**config.mk**
```make
export PLATFORM = sky130hd
export DESIGN_NAME = max_pool_layer
export DESIGN_NICKNAME = d
export VERILOG_FILES = /design/src/rtl/max_pool_layer.sv
export SDC_FILE = /design/constraint.sdc
export NUM_CORES = 1
export LEC_CHECK = 0
export ABC_AREA = 0
export CAP_MARGIN = 5
export CELL_PAD_IN_SITES_DETAIL_PLACEMENT = 1
export CELL_PAD_IN_SITES_GLOBAL_PLACEMENT = 1
export CORE_MARGIN = 2
export CORE_UTILIZATION = 42
export DETAILED_ROUTE_END_ITERATION = 10
export PLACE_DENSITY = 0.94
export SYNTH_ARGS = -nofsm -noshare
export SYNTH_HDL_FRONTEND = slang
export SYNTH_SLANG_ARGS = --single-unit
```
**constraint.sdc**
```tcl
create_clock -name clk_i -period 4.4 [get_ports clk_i]
set_input_delay 1.1 -clock clk_i [delete_from_list [all_inputs] [get_ports clk_i]]
set_output_delay 1.1 -clock clk_i [all_outputs]
set_load 0.1 [all_outputs]
```
**src/rtl/max_pool_layer.sv**
```systemverilog
// Sequential 1-D max-pooling stage: emits the signed maximum of each non-overlapping
// window of POOL_SIZE accepted words through a registered valid-ready output.
module max_pool_layer #(
    parameter int unsigned WORD_SIZE = 16,
    parameter int unsigned POOL_SIZE = 4
) (
    input  logic                        clk_i,
    input  logic                        reset_i,
    output logic                        ready_o,
    input  logic                        valid_i,
    input  logic signed [WORD_SIZE-1:0] data_r_i,
    output logic                        valid_o,
    input  logic                        ready_i,
    output logic signed [WORD_SIZE-1:0] data_r_o
);

    localparam int unsigned CntW = (POOL_SIZE > 1) ? $clog2(POOL_SIZE) : 1;
    localparam logic [CntW-1:0] LastCnt = CntW'(POOL_SIZE - 1);

    logic [CntW-1:0]             count_q, count_d;
    logic signed [WORD_SIZE-1:0] max_q, max_d;
    logic signed [WORD_SIZE-1:0] data_d;
    logic                        valid_d;

    logic                        last_word;
    logic                        accept;
    logic                        drain;
    logic signed [WORD_SIZE-1:0] running_max;

    assign last_word = (count_q == LastCnt);

    // Only the final word of a window can be blocked by a stalled result.
    assign ready_o = !(valid_o && !ready_i && last_word);
    assign accept  = valid_i && ready_o;
    assign drain   = valid_o && ready_i;

    // Strict compare keeps the current maximum on ties.
    assign running_max = (data_r_i > max_q) ? data_r_i : max_q;

    always_comb begin
        count_d = count_q;
        max_d   = max_q;
        data_d  = data_r_o;
        valid_d = valid_o;

        if (drain) begin
            valid_d = 1'b0;
        end

        if (accept) begin
            if (last_word) begin
                count_d = '0;
                data_d  = running_max;
                valid_d = 1'b1;
            end else begin
                count_d = count_q + CntW'(1);
                max_d   = (count_q == '0) ? data_r_i : running_max;
            end
        end
    end

    always_ff @(posedge clk_i) begin
        if (reset_i) begin
            count_q  <= '0;
            max_q    <= '0;
            valid_o  <= 1'b0;
            data_r_o <= '0;
        end else begin
            count_q  <= count_d;
            max_q    <= max_d;
            valid_o  <= valid_d;
            data_r_o <= data_d;
        end
    end

endmodule

```
After elaboration in Yosys (flattened, before gate mapping). Cells that the tools add are included.

Flip-flop bits (word level): 35. Input port bits: 20. Output and inout bits: 18. Logic and storage cells: 23.

Add/subtract/negate cells: 1. $lt $le $gt $ge: 1. Eq/ne operators: 1. Mux-type cells: 6. Bitwise logic cells: 1. Reduce and logical (&&, ||, !) cells: 9.

Operators by type and width (number): $mux W16 (2); $gt A16 B16 Y1 (1); $logic_and A1 B1 Y1 (4); $reduce_and A2 Y1 (2); $mux W1 (3); $add A2 B1 Y2 const B (1); $eq A2 B2 Y1 const B (1); $logic_not A1 Y1 (2); $logic_not A2 Y1 (1); $mux W2 (1); $not A1 Y1 (1).

Depth between registers and ports, before layout. Gate-level depths: netlist (run 1).

Depth after elaboration: 6. Depth in mapped cells: 10. Depth with buffers taken out: 8.

Least setup slack after synthesis (run 1). No wires, ideal clock.

Path type: reg-to-reg. Start: register valid_o. End: register data_r_o[15]. Library setup time: 0.086 ns. Arrival: 3.164 ns. Required time: 4.314 ns. Path slack: 1.150 ns. Stages on the path, launching flop included: 7. Buffers on the path: 1. Clock period less this slack: 3.250 ns. Cell sequence: dfxtp_1 -> nand3b_1 -> and2_1 -> nand2_1 -> clkbuf_1 -> nor4_1 -> a211oi_1.

Longest elaborated chain between the ends: 5.

RTL lines: start: declaration (RTL line 12) `output logic valid_o,`; start signal: assignment (RTL line 71) `valid_o <= valid_d;`; $logic_and A1 B1 Y1 (2 in a row) (RTL line 33) `assign ready_o = !(valid_o && !ready_i && last_word);`; $logic_not A1 Y1 (RTL line 33); net ready_o (RTL line 9) `output logic ready_o,`; $logic_and A1 B1 Y1 (RTL line 34) `assign accept = valid_i && ready_o;`; $reduce_and A2 Y1 (no source line); end signal: assignment (RTL line 72) `data_r_o <= data_d;`; end: declaration (RTL line 14) `output logic signed [WORD_SIZE-1:0] data_r_o`.

The timed path passes the listed nets, and every way through them passes these cells. A chain may end at the register's enable or synchronous reset.

Final worst setup path (run 1).
Start: input data_r_i[15]. End: register data_r_o[3].

Longest elaborated chain between the ends: 2.

RTL lines: start: declaration (RTL line 11) `input logic signed [WORD_SIZE-1:0] data_r_i,`; $gt A16 B16 Y1 (RTL line 38) `assign running_max = (data_r_i > max_q) ? data_r_i : max_q;`; $mux W16 (RTL line 38).

No other way between the ends.

==> metrics.txt, run 1 <==
outcome finished clean; hold buffers post-CTS 0; RSZ-0062 raised after global routing false; vias post-DR 1,882; Fmax 0.275 GHz; Gate Count Post-Synth 240; Nets 316; Slew HR 28.4%; Power Density 313 mW/mm^2; CP arrival 3840 ps; Sink Count 35; post-synthesis sequential area ratio 33.1%; Slew Limit Fails 0; initial antenna violation count 0; reg2reg path depth 9; clk slew on worst S/H paths 70 ps; ratio of cells with drive above 1 in the final layout 8.24%; cell breakdown of the critical path clkdlybuf4s50_1, ha_1, nand4_1, or3_4, o22ai_1, o41ai_2, buf_4, nor4_1, a211oi_1; starting density of the core 44.2%; Reg-to-Reg Start max_q[15]$_SDFFE_PP0P_; Die H 75.0 um; maxcap violations 0; Tot GR Track Use 22.2%; setup TNS 0 ps; Syn. warnings 0; fin crit share 82.7%; Initial DRC Count 49; fin crit period 3640 ps; Max Clock Skew 6.35 ps; Antenna Cells 0; final hold violations 0; Post-CTS Setup Repair Bufs 0; total CTS buffers 5; Mean Syn Cell Area 8.82 um^2; syn nets 278; Post-CTS Resized 0; startpoint types input port; DRT Pass-1 Iters 4; first-pass GRT wire length 9440 um; Mapped Area 0.00212 mm^2; VDD IR max 0.165 mV; Yosys reg bits 35; clock tree root buffer cell clkbuf_8; GRT overflow 0; DR vias/cell 5.44; worst-path fanout max 10; Post-Route WL 5590 um; WP data required 4600 ps; WS Path Type in -> reg; HP Class reg -> reg; Worst setup startpoint data_r_i[15]; Die ar. 0.00562 mm^2; core area 0.00479 mm^2; slowest stage delay, CP 790 ps; Worst R2R End data_r_o[3]$_SDFFE_PP0P_; LEAKAGE 1.11 nW; count of final setup violators 0; RD Place Congestion 0.801; Die W 75.0 um; Total Power 0.833 mW; Slew @ Worst Pin 1070 ps; Setup crit end data_r_o[3]$_SDFFE_PP0P_; final antenna-violating net count 0; num rows 25; Area Overhead vs Synth 25.6%; crit path capture type flip-flop; htree depth 2; number of filler cells placed in the layout 574; TritonCTS clock tree yes; post-DP HPWL 4020 um; Yosys cell types 34; Worst-Skew Late Latency 290 ps; Ports 38; clk buf depth 2; vias in the first global route 1,992; CP max stage cell o41ai_2; IO buf count 37; DRC 0; largest net degree at the start of global routing 52; wire per inst 16.1 um; worst reg2reg setup slack 1650 ps
==> flip-flops by register name (all words and copies together) (netlist names) <==
| signal | cells |
|---|---|
| max_q | 16 |
| data_r_o | 16 |
| count_q | 2 |
| valid_o | 1 |
==> through the flow <==
stage	setup WS, ps	util [%]	hold WS (ps)	instances	instance area (um^2)
floorplan	1150	-	462	240	2120
global placement	671	53.5	476	338	2560
CTS	780	55.6	501	346	2660
finish	761	55.6	495	346	2660
global route	533	55.6	522	346	2660
detailed placement	482	53.5	488	338	2560
==> per-layer routing <==
metal  track usage (%)  routed length, um
met5                 0                  0
met4              7.34                 58
met3              4.95                204
met2              38.9               2750
met1              26.9               2570
==> how the worst min path moves through the flow <==
stage                           startpoint                      to  slack, ps  cells past startpoint
floorplan            max_q[0]$_SDFFE_PP0P_   max_q[0]$_SDFFE_PP0P_        460                      2
global placement    max_q[12]$_SDFFE_PP0P_  max_q[12]$_SDFFE_PP0P_        480                      2
detailed placement   max_q[7]$_SDFFE_PP0P_   max_q[7]$_SDFFE_PP0P_        490                      2
CTS                 max_q[13]$_SDFFE_PP0P_  max_q[13]$_SDFFE_PP0P_        500                      2
global route         max_q[7]$_SDFFE_PP0P_   max_q[7]$_SDFFE_PP0P_        520                      2
finish               max_q[2]$_SDFFE_PP0P_   max_q[2]$_SDFFE_PP0P_        500                      2
==> cell families (layout without fill, tap and decap cells) <==
logic type / after synthesis / after routing / share of synthesized area, %
buffers and inverters: 34 / 73 / 7.03
and+or+nand+nor: 87 / 87 / 23.3
muxes: 16 / 16 / 7.56
AOI/OAI and AO/OA: 50 / 50 / 18.4
adders and majority gates: 18 / 18 / 10.6
DFF: 35 / 35 / 33.1
==> report_power, final <==
group          internal (mW)  leakage [nW]  switching [mW]  total (mW)
combinational         0.0932         0.777           0.126       0.219
sequential             0.337         0.286          0.0153       0.352
clock                  0.143        0.0515           0.119       0.262
total                  0.573          1.11           0.260       0.833
==> layout by cell type, fill, tap and decap left out, types with 2 or more instances in the layout <==
cell and n:
a211oi_1 16, a21oi_1 7, buf_4 10, clkbuf_8 7
clkdlybuf4s50_1 36, dfxtp_1 35, ha_1 18, inv_1 19
mux2i_1 16, nand2_1 6, nand2b_1 33, nand4_1 3
nor2_1 20, nor2b_1 2, nor3_2 2, nor4_1 15
o21a_1 2, o21ai_0 2, o21bai_1 15
==> synth_stat cells <==
| cell type | instances | share of area, % |
|---|---|---|
| nand2b_1 | 33 | 9.8 |
| a21o_1 | 1 | 0.35 |
| nor4_1 | 15 | 4.4 |
| inv_1 | 19 | 3.4 |
| nand3b_1 | 1 | 0.35 |
| a211oi_4 | 1 | 0.95 |
| a21oi_1 | 7 | 1.7 |
| o22ai_1 | 1 | 0.30 |
| buf_8 | 1 | 0.71 |
| nor3_2 | 2 | 0.95 |
| and3_1 | 1 | 0.30 |
| or3_1 | 1 | 0.30 |
| a311oi_1 | 1 | 0.41 |
| a211o_1 | 1 | 0.41 |
| o211ai_1 | 1 | 0.35 |
| o21a_1 | 2 | 0.71 |
| o41ai_2 | 1 | 0.77 |
| or2_0 | 1 | 0.30 |
| nor2_1 | 20 | 3.5 |
| buf_2 | 2 | 0.47 |
| nor2b_1 | 2 | 0.59 |
| and2_1 | 1 | 0.30 |
| nand4_1 | 3 | 0.89 |
| o31ai_4 | 1 | 1.0 |
| buf_6 | 1 | 0.53 |
| a211oi_1 | 16 | 5.7 |
| mux2i_1 | 16 | 7.6 |
| o21ai_0 | 2 | 0.47 |
| ha_1 | 18 | 11 |
| nand2_1 | 6 | 1.1 |
| or3_4 | 1 | 0.53 |
| clkbuf_1 | 11 | 2.0 |
| dfxtp_1 | 35 | 33 |
| o21bai_1 | 15 | 5.3 |
==> layout make-up <==
class,instances,area [um^2],share of cell area (%)
well taps,67,83.8,3.15
repair buffers,46,435,16.4
clock buffers,8,100,3.76
multi-input cells,171,1270,47.7
inverters,19,71.3,2.68
flip-flops and latches,35,701,26.4
==> critical path: cells and delay by family <==
family	cells	cell delay [ps]
AOI/OAI and AO/OA	3	1160
adders and majority gates	1	380
buffers and inverters	2	800
and+or+nand+nor	3	390
Note: power is estimated with default switching activity, not from simulation.
==> inputs of run 2 (changes only) <==
Settings changed: CORE_UTILIZATION 42 to 39, PLACE_DENSITY 0.94 to 0.89.
Clock period 4.4 ns to 3.4 ns, I/O delays scaled along.
==> run 2 against run 1 <==
  * Sequential cell count unchanged
  * Largest cell class unchanged
  * Critical path depth stayed put
  * Critical path type unchanged
  * Worst setup slack got worse by 550 ps
  * Largest power group unchanged
==> metrics.txt, run 2 (synthesized netlist as in run 1, its figures left out) <==
outcome finished clean; Fmax 0.313 GHz; crit path capture type flip-flop; vias in the first global route 1,982 (-0.50%); DRC 0 (unchanged); Placed Instance Area 0.00255 mm^2 (-0.24%); IO buf count 37 (unchanged); worst-path fanout max 10 (unchanged); Slew @ Worst Pin 742 ps (-329 ps); WS Path Type in -> reg; final hold violations 0 (unchanged); Top delay family on crit path simple AND/OR/NAND/NOR gates; final antenna-violating net count 0 (unchanged); post-DP HPWL 3900 um (-3.0%); starting density of the core 40.9% (-3.3 points); startpoint types input port; GRT overflow 0 (unchanged); slowest stage delay, CP 480 ps (-310 ps); CP max stage cell clkdlybuf4s50_1; total CTS buffers 5 (unchanged); Worst-Skew Late Latency 290 ps (about the same); hold path start max_q[1]$_SDFFE_PP0P_; Hold Path Sink max_q[1]$_SDFFE_PP0P_; Area Overhead vs Synth 24.4%; Die W 77.7 um (+3.6%); Post-Route WL 5380 um (-3.6%); reg2reg path depth 9 (unchanged); Max Clock Skew 5.33 ps (-1.02 ps); CP arrival 3390 ps (-450 ps); Sink Count 35 (unchanged); Antenna Cells 0 (unchanged); Post-CTS Resized 0 (unchanged); Ports 38 (unchanged); htree depth 2 (unchanged); clk buf depth 2 (unchanged); Post-CTS Setup Repair Bufs 0 (unchanged); Reg-to-Reg Start max_q[15]$_SDFFE_PP0P_; Post-Route Utilization 50.9% (-4.6 points); cell breakdown of the critical path clkdlybuf4s50_1, ha_1, nand4_1, or3_4, o22ai_1, o41ai_2, or2_0, buf_4, a211oi_1; first-pass GRT wire length 9490 um (+0.58%); post-route cell area 0.00263 mm^2 (-0.94%); Die ar. 0.00603 mm^2 (+7.3%); WP data required 3600 ps (-1000 ps); clk slew on worst S/H paths 70 ps (about the same); Power Density 393 mW/mm^2 (+25%); Total Power 1.04 mW (+24%); Buf/Inv on CP 2 (unchanged); num rows 26 (+4.0%); maxcap violations 0 (unchanged); LEAKAGE 1.15 nW (+3.6%); Slew Limit Fails 0 (unchanged); FF/Latch Area 701 um^2 (unchanged); Tot GR Track Use 19.7% (-2.5 points); DR vias/cell 5.30 (-2.6%); Slew HR 50.5% (+22 points); VDD IR max 0.156 mV (-5.3%); most frequent cells in the layout dfxtp_1 (35), nand2b_1 (33), buf_4 (26); Multi-input gate area 0.00127 mm^2 (unchanged); ratio of cells with drive above 1 in the final layout 14.3% (+6.0 points); hold buffers post-CTS 0 (unchanged); commonest non-fill, non-tap cell in the layout dfxtp_1; RD Place Congestion 0.778 (-2.8%); worst reg2reg setup slack 870 ps (-780 ps); fin crit share 93.8%; HP Class reg -> reg; DRT Pass-1 Iters 4 (unchanged); initial antenna violation count 0 (unchanged); Nets 317 (+0.32%); core area 0.00517 mm^2 (+8.1%); Worst R2R End data_r_o[2]$_SDFFE_PP0P_; Initial DRC Count 58 (+18%); clock tree root buffer cell clkbuf_8; count of final setup violators 0 (unchanged); fin crit period 3190 ps; hold depth 2 (unchanged); Largest regs data_r_o (16), max_q (16), count_q (2); largest net degree at the start of global routing 52 (unchanged); Die H 77.7 um (+3.6%); RSZ-0062 raised after global routing false; wire per inst 15.4 um (-4.7%); vias post-DR 1,855 (-1.4%); TritonCTS clock tree yes; number of filler cells placed in the layout 612 (+6.6%)
[run 2: cell count changes in the layout (fill, tap and decap cells not counted), sizes merged]
cell	delta
clkdlybuf4s50	-17
clkinv	+1
clkbuf	-1
buf	+18
[run 2: worst max path at each step]
stage	from	end	slack [ps]	cells past startpoint
after floorplan	valid_o$_SDFF_PP0_	data_r_o[15]$_SDFFE_PP0P_	150	6
after global placement	data_r_i[13]	data_r_o[7]$_SDFFE_PP0P_	120	9
after detailed placement	data_r_i[14]	data_r_o[2]$_SDFFE_PP0P_	-8	9
after CTS	data_r_i[13]	data_r_o[2]$_SDFFE_PP0P_	230	9
after global routing	data_r_i[13]	data_r_o[2]$_SDFFE_PP0P_	20	9
final	data_r_i[13]	data_r_o[2]$_SDFFE_PP0P_	210	9
[run 2: through the flow]
step                hold WS (ps)  cells  setup WS (ps)  setup TNS, ps
floorplan                    462    240            150              0
global placement             475    342            122              0
detailed placement           489    342          -7.91          -14.4
CTS                          499    350            231              0
global route                 516    350           24.0              0
finish                       497    350            210              0
[run 2: final cells by class]
class | instances | area share [%]
multi-input combinational | 171 | 48.1
sequential | 35 | 26.6
timing repair buffer | 47 | 16.2
tap | 70 | 3.33
clock buffer | 7 | 2.90
inverter | 19 | 2.71
clock inverter | 1 | 0.190
[run 2: routing by layer]
| metal | GRT usage, % | routed length [um] | part of all wire, % | vias to the layer above |
|---|---|---|---|---|
| met5 | 0 | 0 | 0 | - |
| met4 | 5.89 | 73 | 1.4 | 0 |
| met3 | 3.60 | 159 | 3.0 | 6 |
| met2 | 35.3 | 2750 | 51 | 27 |
| met1 | 23.9 | 2400 | 45 | 896 |
| li1 | - | - | - | 926 |
[run 2: where the power goes]
group | internal [mW] | switching [mW]
Combinational | 0.123 | 0.159
Sequential | 0.436 | 0.0201
Clock | 0.144 | 0.154
Total | 0.702 | 0.333
[run 2: worst min-delay path, cell delays in order (launching register included)]
cell	delay (ps)
dfxtp_1	330
nand2b_1	70
mux2i_1	60
